## src/rtl/id_stage_pipe_pkg.sv

```systemverilog
// Shared decode definitions for id_stage_pipe: opcode encodings, funct field
// position, the control bundle and the opcode-to-control table.
package id_stage_pipe_pkg;

   localparam int unsigned OPCODE_W  = 6;
   localparam int unsigned FUNCT_LSB = 0;
   localparam int unsigned FUNCT_W   = 6;

   typedef enum logic [OPCODE_W-1:0] {
      OP_RTYPE = 6'b000000,
      OP_J     = 6'b000010,
      OP_BEQ   = 6'b000100,
      OP_BNE   = 6'b000101,
      OP_ADDI  = 6'b001000,
      OP_LW    = 6'b100011,
      OP_SW    = 6'b101011
   } opcode_e;

   typedef struct packed {
      logic reg_dest;
      logic alu_src;
      logic mem_read;
      logic mem_write;
      logic branch;
      logic reg_write;
      logic mem_to_reg;
   } ctrl_t;

   localparam int unsigned CTRL_W = $bits(ctrl_t);

   // Unknown opcodes and J produce an all-zero control bundle.
   function automatic ctrl_t decode_ctrl(input logic [OPCODE_W-1:0] op);
      ctrl_t c;
      c = '0;
      case (op)
         OP_RTYPE: begin
            c.reg_dest  = 1'b1;
            c.reg_write = 1'b1;
         end
         OP_LW: begin
            c.alu_src    = 1'b1;
            c.mem_read   = 1'b1;
            c.reg_write  = 1'b1;
            c.mem_to_reg = 1'b1;
         end
         OP_SW: begin
            c.alu_src   = 1'b1;
            c.mem_write = 1'b1;
         end
         OP_BEQ, OP_BNE: c.branch = 1'b1;
         OP_ADDI: begin
            c.alu_src   = 1'b1;
            c.reg_write = 1'b1;
         end
         default: c = '0;
      endcase
      return c;
   endfunction

   // Opcodes whose rt field is a source operand (relevant for load-use).
   function automatic logic reads_rt(input logic [OPCODE_W-1:0] op);
      return (op == OP_RTYPE) || (op == OP_SW) || (op == OP_BEQ) || (op == OP_BNE);
   endfunction

endpackage

```

## src/rtl/id_stage_pipe_if.sv

```systemverilog
// Bus bundle between IF/ID, WB, EX and the id_stage_pipe decode stage.
// ID_PERF_COUNTERS_EN adds the stall/bubble counter outputs.
interface id_stage_pipe_if #(
   parameter int NB_INST   = 32,
   parameter int NB_PC     = 32,
   parameter int NB_DATA   = 32,
   parameter int NB_REG    = 5,
   parameter int NB_OPCODE = 6
) ();

   logic                 i_ID_enable;
   logic                 i_ID_valid;
   logic [NB_INST-1:0]   i_ID_inst;
   logic [NB_PC-1:0]     i_ID_pc;
   logic                 i_ID_wb_write;
   logic [NB_REG-1:0]    i_ID_wb_reg;
   logic [NB_DATA-1:0]   i_ID_wb_data;
   logic                 i_ID_ex_mem_read;
   logic [NB_REG-1:0]    i_ID_ex_rt;
   logic                 i_ID_flush;

   logic                 o_ID_stall;
   logic                 o_ID_jump;
   logic [NB_PC-1:0]     o_ID_jump_address;
   logic                 o_ID_valid;
   logic                 o_ID_reg_dest;
   logic                 o_ID_alu_src;
   logic                 o_ID_mem_read;
   logic                 o_ID_mem_write;
   logic                 o_ID_branch;
   logic                 o_ID_reg_write;
   logic                 o_ID_mem_to_reg;
   logic [NB_OPCODE-1:0] o_ID_alu_op;
   logic [NB_DATA-1:0]   o_ID_data_a;
   logic [NB_DATA-1:0]   o_ID_data_b;
   logic [NB_DATA-1:0]   o_ID_immediate;
   logic [NB_REG-1:0]    o_ID_rs;
   logic [NB_REG-1:0]    o_ID_rt;
   logic [NB_REG-1:0]    o_ID_rd;
   logic [NB_PC-1:0]     o_ID_pc;

`ifdef ID_PERF_COUNTERS_EN
   logic [NB_DATA-1:0]   o_ID_stall_count;
   logic [NB_DATA-1:0]   o_ID_bubble_count;

   modport master (
      output i_ID_enable, i_ID_valid, i_ID_inst, i_ID_pc, i_ID_wb_write, i_ID_wb_reg,
             i_ID_wb_data, i_ID_ex_mem_read, i_ID_ex_rt, i_ID_flush,
      input  o_ID_stall, o_ID_jump, o_ID_jump_address, o_ID_valid, o_ID_reg_dest,
             o_ID_alu_src, o_ID_mem_read, o_ID_mem_write, o_ID_branch, o_ID_reg_write,
             o_ID_mem_to_reg, o_ID_alu_op, o_ID_data_a, o_ID_data_b, o_ID_immediate,
             o_ID_rs, o_ID_rt, o_ID_rd, o_ID_pc, o_ID_stall_count, o_ID_bubble_count
   );

   modport slave (
      input  i_ID_enable, i_ID_valid, i_ID_inst, i_ID_pc, i_ID_wb_write, i_ID_wb_reg,
             i_ID_wb_data, i_ID_ex_mem_read, i_ID_ex_rt, i_ID_flush,
      output o_ID_stall, o_ID_jump, o_ID_jump_address, o_ID_valid, o_ID_reg_dest,
             o_ID_alu_src, o_ID_mem_read, o_ID_mem_write, o_ID_branch, o_ID_reg_write,
             o_ID_mem_to_reg, o_ID_alu_op, o_ID_data_a, o_ID_data_b, o_ID_immediate,
             o_ID_rs, o_ID_rt, o_ID_rd, o_ID_pc, o_ID_stall_count, o_ID_bubble_count
   );
`else
   modport master (
      output i_ID_enable, i_ID_valid, i_ID_inst, i_ID_pc, i_ID_wb_write, i_ID_wb_reg,
             i_ID_wb_data, i_ID_ex_mem_read, i_ID_ex_rt, i_ID_flush,
      input  o_ID_stall, o_ID_jump, o_ID_jump_address, o_ID_valid, o_ID_reg_dest,
             o_ID_alu_src, o_ID_mem_read, o_ID_mem_write, o_ID_branch, o_ID_reg_write,
             o_ID_mem_to_reg, o_ID_alu_op, o_ID_data_a, o_ID_data_b, o_ID_immediate,
             o_ID_rs, o_ID_rt, o_ID_rd, o_ID_pc
   );

   modport slave (
      input  i_ID_enable, i_ID_valid, i_ID_inst, i_ID_pc, i_ID_wb_write, i_ID_wb_reg,
             i_ID_wb_data, i_ID_ex_mem_read, i_ID_ex_rt, i_ID_flush,
      output o_ID_stall, o_ID_jump, o_ID_jump_address, o_ID_valid, o_ID_reg_dest,
             o_ID_alu_src, o_ID_mem_read, o_ID_mem_write, o_ID_branch, o_ID_reg_write,
             o_ID_mem_to_reg, o_ID_alu_op, o_ID_data_a, o_ID_data_b, o_ID_immediate,
             o_ID_rs, o_ID_rt, o_ID_rd, o_ID_pc
   );
`endif

endinterface

```

## src/rtl/id_stage_pipe_reg_file_bypass.sv

```systemverilog
// Register file for the decode stage: two combinational read ports, one
// write port, reg 0 and unimplemented registers read as zero, and a
// write-through bypass so a same-cycle WB write is visible to the reader.
module reg_file_bypass #(
   parameter int NB_DATA = 32,
   parameter int NB_REG  = 5,
   parameter int N_REGS  = 32
) (
   input  logic               clk,
   input  logic               rst,
   input  logic               enable,
   input  logic               wb_write,
   input  logic [NB_REG-1:0]  wb_reg,
   input  logic [NB_DATA-1:0] wb_data,
   input  logic [NB_REG-1:0]  addr_a,
   input  logic [NB_REG-1:0]  addr_b,
   output logic [NB_DATA-1:0] data_a,
   output logic [NB_DATA-1:0] data_b
);

   localparam int unsigned DEPTH = 2 ** NB_REG;

   // One bit per address: set only for implemented, writable registers, so
   // reg 0 and addresses >= N_REGS share a single "reads as zero" rule.
   function automatic logic [DEPTH-1:0] present_mask();
      logic [DEPTH-1:0] m;
      m = '0;
      for (int unsigned i = 1; i < DEPTH; i++) begin
         if (i < N_REGS) m[i] = 1'b1;
      end
      return m;
   endfunction

   localparam logic [DEPTH-1:0] PRESENT = present_mask();

   logic [NB_DATA-1:0] mem [DEPTH];

   // Register array: cleared on reset, written only on enabled edges.
   always_ff @(posedge clk) begin
      if (rst) begin
         for (int unsigned i = 0; i < DEPTH; i++) mem[i] <= '0;
      end else if (enable && wb_write && PRESENT[wb_reg]) begin
         mem[wb_reg] <= wb_data;
      end
   end

   // Read ports with write-through bypass.
   always_comb begin
      data_a = '0;
      data_b = '0;
      if (PRESENT[addr_a]) data_a = (wb_write && (wb_reg == addr_a)) ? wb_data : mem[addr_a];
      if (PRESENT[addr_b]) data_b = (wb_write && (wb_reg == addr_b)) ? wb_data : mem[addr_b];
   end

endmodule

```

## src/rtl/id_stage_pipe.sv

```systemverilog
// Decode stage with integrated ID/EX register, load-use stall, flush bubble
// and jump redirect. ID_PERF_COUNTERS_EN adds saturating stall/bubble counters.
module id_stage_pipe
   import id_stage_pipe_pkg::*;
#(
   parameter int NB_INST   = 32,
   parameter int NB_PC     = 32,
   parameter int NB_DATA   = 32,
   parameter int NB_REG    = 5,
   parameter int N_REGS    = 32,
   parameter int NB_OPCODE = 6
) (
   input  logic            i_ID_clock,
   input  logic            i_ID_reset,
   id_stage_pipe_if.slave  bus
);

   typedef struct packed {
      logic                 valid;
      ctrl_t                ctrl;
      logic [NB_OPCODE-1:0] alu_op;
      logic [NB_DATA-1:0]   data_a;
      logic [NB_DATA-1:0]   data_b;
      logic [NB_DATA-1:0]   imm;
      logic [NB_REG-1:0]    rs;
      logic [NB_REG-1:0]    rt;
      logic [NB_REG-1:0]    rd;
      logic [NB_PC-1:0]     pc;
   } idex_t;

   logic [OPCODE_W-1:0] opcode;
   logic [NB_REG-1:0]   rs;
   logic [NB_REG-1:0]   rt;
   logic [NB_REG-1:0]   rd;
   logic [NB_DATA-1:0]  rf_a;
   logic [NB_DATA-1:0]  rf_b;
   logic                hazard;
   logic                stall;
   logic                bubble;
   idex_t               idex_d;
   idex_t               idex_q;

   assign opcode = bus.i_ID_inst[NB_INST-1 -: OPCODE_W];
   assign rs     = NB_REG'(bus.i_ID_inst[25:21]);
   assign rt     = NB_REG'(bus.i_ID_inst[20:16]);
   assign rd     = NB_REG'(bus.i_ID_inst[15:11]);

   reg_file_bypass #(
      .NB_DATA (NB_DATA),
      .NB_REG  (NB_REG),
      .N_REGS  (N_REGS)
   ) u_rf (
      .clk      (i_ID_clock),
      .rst      (i_ID_reset),
      .enable   (bus.i_ID_enable),
      .wb_write (bus.i_ID_wb_write),
      .wb_reg   (bus.i_ID_wb_reg),
      .wb_data  (bus.i_ID_wb_data),
      .addr_a   (rs),
      .addr_b   (rt),
      .data_a   (rf_a),
      .data_b   (rf_b)
   );

   assign hazard = bus.i_ID_valid && bus.i_ID_ex_mem_read && (bus.i_ID_ex_rt != '0) &&
                   ((bus.i_ID_ex_rt == rs) || ((bus.i_ID_ex_rt == rt) && reads_rt(opcode)));

   // Stall and jump are suppressed while frozen or in reset so IF never acts
   // on a cycle that this stage does not advance.
   assign stall  = hazard && !bus.i_ID_flush && bus.i_ID_enable && !i_ID_reset;
   assign bubble = stall || bus.i_ID_flush || !bus.i_ID_valid;

   assign bus.o_ID_stall        = stall;
   assign bus.o_ID_jump         = bus.i_ID_valid && (opcode == OP_J) && !stall &&
                                  !bus.i_ID_flush && bus.i_ID_enable && !i_ID_reset;
   assign bus.o_ID_jump_address = NB_PC'({bus.i_ID_pc[NB_PC-1 -: 4], bus.i_ID_inst[25:0], 2'b00});

   // Decoded next-state of the ID/EX register when the instruction is accepted.
   always_comb begin
      idex_d        = '0;
      idex_d.valid  = bus.i_ID_valid;
      idex_d.ctrl   = bus.i_ID_valid ? decode_ctrl(opcode) : '0;
      idex_d.alu_op = NB_OPCODE'(opcode);
      idex_d.data_a = rf_a;
      idex_d.data_b = rf_b;
      idex_d.imm    = NB_DATA'($signed(bus.i_ID_inst[15:0]));
      idex_d.rs     = rs;
      idex_d.rt     = rt;
      idex_d.rd     = rd;
      idex_d.pc     = bus.i_ID_pc;
   end

   // ID/EX register: reset, then hold when disabled, then bubble on flush or
   // hazard, else capture the decode.
   always_ff @(posedge i_ID_clock) begin
      if (i_ID_reset) begin
         idex_q <= '0;
      end else if (bus.i_ID_enable) begin
         if (bus.i_ID_flush || hazard) idex_q <= '0;
         else                          idex_q <= idex_d;
      end
   end

   assign bus.o_ID_valid      = idex_q.valid;
   assign bus.o_ID_reg_dest   = idex_q.ctrl.reg_dest;
   assign bus.o_ID_alu_src    = idex_q.ctrl.alu_src;
   assign bus.o_ID_mem_read   = idex_q.ctrl.mem_read;
   assign bus.o_ID_mem_write  = idex_q.ctrl.mem_write;
   assign bus.o_ID_branch     = idex_q.ctrl.branch;
   assign bus.o_ID_reg_write  = idex_q.ctrl.reg_write;
   assign bus.o_ID_mem_to_reg = idex_q.ctrl.mem_to_reg;
   assign bus.o_ID_alu_op     = idex_q.alu_op;
   assign bus.o_ID_data_a     = idex_q.data_a;
   assign bus.o_ID_data_b     = idex_q.data_b;
   assign bus.o_ID_immediate  = idex_q.imm;
   assign bus.o_ID_rs         = idex_q.rs;
   assign bus.o_ID_rt         = idex_q.rt;
   assign bus.o_ID_rd         = idex_q.rd;
   assign bus.o_ID_pc         = idex_q.pc;

`ifdef ID_PERF_COUNTERS_EN
   logic [NB_DATA-1:0] stall_count;
   logic [NB_DATA-1:0] bubble_count;

   // Saturating stall and bubble counters, frozen while disabled.
   always_ff @(posedge i_ID_clock) begin
      if (i_ID_reset) begin
         stall_count  <= '0;
         bubble_count <= '0;
      end else if (bus.i_ID_enable) begin
         if (stall && (stall_count != '1))    stall_count  <= stall_count + 1'b1;
         if (bubble && (bubble_count != '1))  bubble_count <= bubble_count + 1'b1;
      end
   end

   assign bus.o_ID_stall_count  = stall_count;
   assign bus.o_ID_bubble_count = bubble_count;
`endif

endmodule

```

## src/flat_wrapper.sv

```systemverilog
// flat-port wrapper written by rule: the top's interface ports become plain ports
module id_stage_pipe_flat import id_stage_pipe_pkg::*;
#(
   parameter int NB_INST   = 32,
   parameter int NB_PC     = 32,
   parameter int NB_DATA   = 32,
   parameter int NB_REG    = 5,
   parameter int N_REGS    = 32,
   parameter int NB_OPCODE = 6
)
  (i_ID_clock, i_ID_reset, bus_i_ID_enable, bus_i_ID_valid, bus_i_ID_inst, bus_i_ID_pc, bus_i_ID_wb_write, bus_i_ID_wb_reg, bus_i_ID_wb_data, bus_i_ID_ex_mem_read, bus_i_ID_ex_rt, bus_i_ID_flush, bus_o_ID_stall, bus_o_ID_jump, bus_o_ID_jump_address, bus_o_ID_valid, bus_o_ID_reg_dest, bus_o_ID_alu_src, bus_o_ID_mem_read, bus_o_ID_mem_write, bus_o_ID_branch, bus_o_ID_reg_write, bus_o_ID_mem_to_reg, bus_o_ID_alu_op, bus_o_ID_data_a, bus_o_ID_data_b, bus_o_ID_immediate, bus_o_ID_rs, bus_o_ID_rt, bus_o_ID_rd, bus_o_ID_pc);
  id_stage_pipe_if #(.NB_INST(NB_INST), .NB_PC(NB_PC), .NB_DATA(NB_DATA), .NB_REG(NB_REG), .NB_OPCODE(NB_OPCODE)) bus_i ();
  input  logic i_ID_clock;
  input  logic i_ID_reset;
  input wire logic [$bits(bus_i.i_ID_enable)-1:0] bus_i_ID_enable;
  input wire logic [$bits(bus_i.i_ID_valid)-1:0] bus_i_ID_valid;
  input wire logic [$bits(bus_i.i_ID_inst)-1:0] bus_i_ID_inst;
  input wire logic [$bits(bus_i.i_ID_pc)-1:0] bus_i_ID_pc;
  input wire logic [$bits(bus_i.i_ID_wb_write)-1:0] bus_i_ID_wb_write;
  input wire logic [$bits(bus_i.i_ID_wb_reg)-1:0] bus_i_ID_wb_reg;
  input wire logic [$bits(bus_i.i_ID_wb_data)-1:0] bus_i_ID_wb_data;
  input wire logic [$bits(bus_i.i_ID_ex_mem_read)-1:0] bus_i_ID_ex_mem_read;
  input wire logic [$bits(bus_i.i_ID_ex_rt)-1:0] bus_i_ID_ex_rt;
  input wire logic [$bits(bus_i.i_ID_flush)-1:0] bus_i_ID_flush;
  output wire logic [$bits(bus_i.o_ID_stall)-1:0] bus_o_ID_stall;
  output wire logic [$bits(bus_i.o_ID_jump)-1:0] bus_o_ID_jump;
  output wire logic [$bits(bus_i.o_ID_jump_address)-1:0] bus_o_ID_jump_address;
  output wire logic [$bits(bus_i.o_ID_valid)-1:0] bus_o_ID_valid;
  output wire logic [$bits(bus_i.o_ID_reg_dest)-1:0] bus_o_ID_reg_dest;
  output wire logic [$bits(bus_i.o_ID_alu_src)-1:0] bus_o_ID_alu_src;
  output wire logic [$bits(bus_i.o_ID_mem_read)-1:0] bus_o_ID_mem_read;
  output wire logic [$bits(bus_i.o_ID_mem_write)-1:0] bus_o_ID_mem_write;
  output wire logic [$bits(bus_i.o_ID_branch)-1:0] bus_o_ID_branch;
  output wire logic [$bits(bus_i.o_ID_reg_write)-1:0] bus_o_ID_reg_write;
  output wire logic [$bits(bus_i.o_ID_mem_to_reg)-1:0] bus_o_ID_mem_to_reg;
  output wire logic [$bits(bus_i.o_ID_alu_op)-1:0] bus_o_ID_alu_op;
  output wire logic [$bits(bus_i.o_ID_data_a)-1:0] bus_o_ID_data_a;
  output wire logic [$bits(bus_i.o_ID_data_b)-1:0] bus_o_ID_data_b;
  output wire logic [$bits(bus_i.o_ID_immediate)-1:0] bus_o_ID_immediate;
  output wire logic [$bits(bus_i.o_ID_rs)-1:0] bus_o_ID_rs;
  output wire logic [$bits(bus_i.o_ID_rt)-1:0] bus_o_ID_rt;
  output wire logic [$bits(bus_i.o_ID_rd)-1:0] bus_o_ID_rd;
  output wire logic [$bits(bus_i.o_ID_pc)-1:0] bus_o_ID_pc;
  assign bus_i.i_ID_enable = bus_i_ID_enable;
  assign bus_i.i_ID_valid = bus_i_ID_valid;
  assign bus_i.i_ID_inst = bus_i_ID_inst;
  assign bus_i.i_ID_pc = bus_i_ID_pc;
  assign bus_i.i_ID_wb_write = bus_i_ID_wb_write;
  assign bus_i.i_ID_wb_reg = bus_i_ID_wb_reg;
  assign bus_i.i_ID_wb_data = bus_i_ID_wb_data;
  assign bus_i.i_ID_ex_mem_read = bus_i_ID_ex_mem_read;
  assign bus_i.i_ID_ex_rt = bus_i_ID_ex_rt;
  assign bus_i.i_ID_flush = bus_i_ID_flush;
  assign bus_o_ID_stall = bus_i.o_ID_stall;
  assign bus_o_ID_jump = bus_i.o_ID_jump;
  assign bus_o_ID_jump_address = bus_i.o_ID_jump_address;
  assign bus_o_ID_valid = bus_i.o_ID_valid;
  assign bus_o_ID_reg_dest = bus_i.o_ID_reg_dest;
  assign bus_o_ID_alu_src = bus_i.o_ID_alu_src;
  assign bus_o_ID_mem_read = bus_i.o_ID_mem_read;
  assign bus_o_ID_mem_write = bus_i.o_ID_mem_write;
  assign bus_o_ID_branch = bus_i.o_ID_branch;
  assign bus_o_ID_reg_write = bus_i.o_ID_reg_write;
  assign bus_o_ID_mem_to_reg = bus_i.o_ID_mem_to_reg;
  assign bus_o_ID_alu_op = bus_i.o_ID_alu_op;
  assign bus_o_ID_data_a = bus_i.o_ID_data_a;
  assign bus_o_ID_data_b = bus_i.o_ID_data_b;
  assign bus_o_ID_immediate = bus_i.o_ID_immediate;
  assign bus_o_ID_rs = bus_i.o_ID_rs;
  assign bus_o_ID_rt = bus_i.o_ID_rt;
  assign bus_o_ID_rd = bus_i.o_ID_rd;
  assign bus_o_ID_pc = bus_i.o_ID_pc;
  id_stage_pipe #(.NB_INST(NB_INST), .NB_PC(NB_PC), .NB_DATA(NB_DATA), .NB_REG(NB_REG), .N_REGS(N_REGS), .NB_OPCODE(NB_OPCODE)) u_core (.i_ID_clock(i_ID_clock), .i_ID_reset(i_ID_reset), .bus(bus_i));
endmodule
```

## config.mk

```make
export PLATFORM = sky130hd
export DESIGN_NAME = id_stage_pipe_flat
export DESIGN_NICKNAME = d
export VERILOG_FILES = /design/src/rtl/id_stage_pipe_pkg.sv /design/src/rtl/id_stage_pipe_if.sv /design/src/rtl/id_stage_pipe_reg_file_bypass.sv /design/src/rtl/id_stage_pipe.sv /design/src/flat_wrapper.sv
export SDC_FILE = /design/constraint.sdc
export NUM_CORES = 2
export LEC_CHECK = 0
export CORE_AREA = 2 2 387 389
export CTS_CLUSTER_DIAMETER = 150
export DETAILED_ROUTE_END_ITERATION = 7
export DIE_AREA = 0 0 389 391
export GPL_TIMING_DRIVEN = 1
export HOLD_SLACK_MARGIN = 0.03
export SYNTH_ARGS = -nofsm -noshare
export SYNTH_HDL_FRONTEND = slang
export SYNTH_SLANG_ARGS = --single-unit
```

## constraint.sdc

```tcl
create_clock -name i_ID_clock -period 12.7 [get_ports i_ID_clock]
set_input_delay 1.27 -clock i_ID_clock [delete_from_list [all_inputs] [get_ports i_ID_clock]]
set_output_delay 1.27 -clock i_ID_clock [all_outputs]
set_load 0.01 [all_outputs]
```

==> impl_table.tex <==
\begin{tabular}{lr}
\hline
Metric & Value \\
\hline
\multicolumn{2}{l}{\textbf{Outcome}} \\
\quad Run status & complete, no violations \\
\multicolumn{2}{l}{\textbf{Setup path}} \\
\quad Kind of cell adding the most delay to the critical path & buffers and inverters \\
\quad Number of cells on the critical path & 9 \\
\quad CP Capture Type & primary output \\
\quad Slowest library cell on the worst path & buf\_4 \\
\quad Critical Path RT & 11.43 ns \\
\quad Total buffers and inverters traversed by the critical path & 3 \\
\quad Arrival time at the worst endpoint & 4.69 ns \\
\quad Worst stage delay on the critical path & 0.64 ns \\
\quad Path type of the worst setup path & in -> out \\
\quad Crit-path most repeated cell & clkdlybuf4s50\_1 \\
\quad Top fanout value on the critical path & 66 \\
\quad Sort of element at the start of the critical path & primary input \\
\quad Worst Reg2Reg Path Length in Cells & 5 \\
\quad Chain of cells forming the critical path & clkdlybuf4s50\_1, or3\_1, o311a\_4, and4\_4, nor3\_2, buf\_4, nand2\_1, nor4\_1, clkdlybuf4s50\_1 \\
\multicolumn{2}{l}{\textbf{Global routing}} \\
\quad Wire length of the first global-routing pass & 310000 µm \\
\quad Number of antenna violations at the first check in global routing & 25 \\
\quad Overall overflow remaining after global route & 0 \\
\quad Maximum number of pins on one net before global-route repair & 108 \\
\quad Vias in the first global route & around 39000 \\
\quad Total GRT Usage & 29.1\% \\
\multicolumn{2}{l}{\textbf{CTS}} \\
\quad Number of hold-repair buffers added at the cts stage & 0 \\
\quad Post-CTS setup buffer count & 0 \\
\quad Clock-pin transition on the worst setup and hold timing paths & roughly 0.060 ns \\
\quad Max H-tree Level & 3 \\
\quad Clock insertion delay at the later pin of the skew report & 0.77 ns \\
\quad TritonCTS clock tree & yes \\
\quad Number of buffers added by the clock tree synthesis step & between 100 and 150 \\
\quad Number of gates resized after cts & 0 \\
\quad Root Buffer & clkbuf\_16 \\
\quad Max Root-Sink Buffers & 3 \\
\quad Number of clock sinks seen by CTS & 1159 \\
\multicolumn{2}{l}{\textbf{Logic synthesis}} \\
\quad Fraction of synthesized cell area taken by the top area cell type & a little over half \\
\quad Number of warning messages in the yosys log & 0 \\
\quad Dominant register cell in the synthesized netlist & edfxtp\_1 \\
\quad Post-synthesis instance total & around 4000 \\
\quad Share of async-settable or async-resettable flops after synthesis & 0\% \\
\quad Share of synthesized area occupied by flip-flops and latches & 56.9\% \\
\quad Synthesized area & 0.0588 mm² \\
\quad EDFF count, synth & 1024 \\
\quad Top cells by area, synth & edfxtp\_1 (52\%), mux4\_2 (15\%), and2\_1 (11\%), dfxtp\_1 (4.6\%), mux2i\_1 (4.4\%) \\
\quad Number of register bits inferred by synthesis & about 1200 \\
\quad Synth unique cells & 48 \\
\quad Mean instance size in the synthesized netlist & 14.5 µm² \\
\quad Largest area contributor in the synthesized netlist & edfxtp\_1 \\
\multicolumn{2}{l}{\textbf{Detailed routing}} \\
\quad Routed wirelength normalized by instance count & between 30 and 40 µm \\
\quad Via density per instance & 6.35 \\
\quad Number of DRC markers in iteration 0 & about 5500 \\
\quad DRT antenna net count & 0 \\
\quad Via count & 39300 \\
\quad Iteration count of the initial detailed-routing pass & 6 \\
\quad Number of design rule violations left after detail routing & 0 \\
\quad Final wirelength & 224000 µm \\
\multicolumn{2}{l}{\textbf{Power and ir drop}} \\
\quad Total power per unit cell area & 134 mW/mm² \\
\quad Worst voltage drop across the vdd grid & $\sim$0.12 mV \\
\quad Reported leakage power & around 23 nW \\
\multicolumn{2}{l}{\textbf{Layout}} \\
\quad Final layout net count & 4247 \\
\quad Flip-flop count of the largest register, all copies and words added & between 1000 and 1500 \\
\quad Number of standard cells in the final layout excluding fillers & 6189 \\
\quad Number of inserted filler cells in the final layout & 12900 \\
\quad Area delta synth->final & 15.2\% \\
\quad Register bank with the most flops & u\_core.u\_rf.mem \\
\quad Share of cells above drive strength 1 & a little under a fifth \\
\multicolumn{2}{l}{\textbf{Die}} \\
\quad Top-level I/O count & between 300 and 400 \\
\quad Area of the core & 0.149 mm² \\
\quad Site row count & 142 \\
\quad Starting Density & 39.6\% \\
\quad DIE HEIGHT & 391 µm \\
\quad Die W & 389 µm \\
\quad Die area & between 0.15 and 0.2 mm² \\
\multicolumn{2}{l}{\textbf{Placed design}} \\
\quad DP Cell Count & between 5000 and 6000 \\
\quad Post-placement worst setup slack & 6.46 ns \\
\quad Estimated wirelength of the detail-placed design & 128000 µm \\
\quad I/O Buffers & 301 \\
\quad GPL Wtd Cong & 0.860 \\
\multicolumn{2}{l}{\textbf{STA}} \\
\quad Hold Vio Cnt, Final & 0 \\
\quad Total Negative Setup Slacks & 0 ns \\
\quad Transition time at the pin with the least slew margin & 1.28 ns \\
\quad Clock Skew & 0.0338 ns \\
\quad Share of the clock period used by the worst path & 46.9\% \\
\quad Max frequency & between 0.15 and 0.2 GHz \\
\quad Min Clock Period, post-route & 5.96 ns \\
\quad Final worst setup slack & 6.74 ns \\
\quad Final setup violation count & 0 \\
\quad Pins Over Slew Limit & 0 \\
\quad Relative slew slack & 14.6\% \\
\quad Final Hold Slack & approximately 0.45 ns \\
\quad Setup repair after global routing missed its margin & no \\
\multicolumn{2}{l}{\textbf{Min path}} \\
\quad Type of the worst min-delay path & reg -> reg \\
\quad Hold Path Stages & 2 \\
\multicolumn{2}{l}{\textbf{Job}} \\
\quad Max\_cap viols & 0 \\
\hline
\end{tabular}
[power breakdown]
group	internal, mW	switching, mW
sequential	4.34	0.109
clock	2.00	1.59
combinational	0.413	0.610
total	6.76	2.31
[stage by stage]
step / power [mW] / util (%) / area [µm²]
5_1_grt: 9.27 / 45.6 / 67800
3_5_place_dp: 5.53 / 43.0 / 63800
2_1_floorplan: 5.09 / - / 58900
6_report: 9.07 / 45.6 / 67800
3_3_place_gp: 5.52 / 43.0 / 63800
4_1_cts: 9.06 / 45.6 / 67700
[synth_stat cells, types with 2 or more instances]
library cell / n
edfxtp_1: 1024
and2_1: 994
mux4_2: 384
clkbuf_1: 328
mux2i_1: 257
dfxtp_1: 135
a22o_1: 127
a211oi_1: 107
buf_2: 66
a22oi_1: 64
buf_4: 64
a221o_1: 63
o221ai_1: 63
o22ai_1: 63
nor2_1: 46
a21oi_1: 36
o21ai_0: 36
a2111oi_0: 32
buf_1: 31
a211oi_2: 20
nand2_1: 17
xor2_1: 16
nand2b_1: 8
nor3_1: 7
nand3b_1: 6
nor2b_1: 6
nand3_1: 5
nor4_1: 5
or3_1: 5
and3_1: 4
nand4_1: 4
xnor2_1: 4
buf_6: 3
inv_1: 2
nand4b_1: 2
[worst reg2reg max path, cell delays in order (launching register included)]
cell       delay, ns
edfxtp_1        0.40
mux4_2          0.46
a22o_1          0.25
a2111oi_0       0.79
a211oi_1        0.12
a221o_1         0.29
[layout make-up]
| class | instances | area (µm²) | share of cell area, % |
|---|---|---|---|
| inverter | 2 | 7.51 | 0.0111 |
| sequential | 1159 | 33500 | 49.4 |
| clock buffer | 168 | 3430 | 5.06 |
| timing repair buffer | 424 | 3980 | 5.88 |
| clock inverter | 59 | 483 | 0.713 |
| antenna | 7 | 17.5 | 0.0259 |
| tap | 1944 | 2430 | 3.59 |
| multi-input combinational | 2426 | 24000 | 35.4 |
[cells in the final DEF (no fill, tap or decap), types with 17 or more instances in the layout]
cell type and count:
clkinv_2 25, buf_4 123, dfxtp_1 135, a22oi_1 64
conb_1 34, clkdlybuf4s50_1 292, o21ai_4 31, a211oi_1 107
a2111oi_0 32, o221ai_1 63, a22o_1 127, and2_1 992
o22ai_1 63, mux2i_1 257, a21oi_1 36, clkbuf_1 30
nor2_4 35, edfxtp_1 1024, mux4_2 384, a221o_1 63
clkbuf_16 126, clkinv_1 17, a211oi_2 20
[logic make-up after synthesis]
kind of cell           Yosys count  share of synthesized area, %
buffers and inverters          495                          3.75
other                            1                       0.00638
AND/OR/NAND/NOR               1113                          11.6
multiplexers                   641                          19.1
AO/OA/AOI/OAI                  618                          8.39
XOR/XNOR                        20                         0.298
flip-flops                    1159                          56.9
[final timing paths]
check	from	endpoint	slack, ns
setup / recovery	bus_i_ID_ex_rt[0]	bus_o_ID_jump	6.74
setup reg to reg	u_core.u_rf.mem[9][4]	u_core.bus.o_ID_data_b[4]	10.25
hold / removal	u_core.bus.o_ID_reg_write	u_core.bus.o_ID_reg_write	0.45
hold reg to reg	u_core.bus.o_ID_reg_write	u_core.bus.o_ID_reg_write	0.45
[routing by layer]
metal	wire [µm]	part of all wire (%)	vias to the layer above	GRT usage (%)
met2	104000	47	2549	46.0
li1	-	-	15800	-
met3	24200	11	467	6.53
met5	23	0.010	-	0
met4	8850	4.0	4	11.3
met1	86700	39	20500	39.0
(Power assumes the default switching activity.)
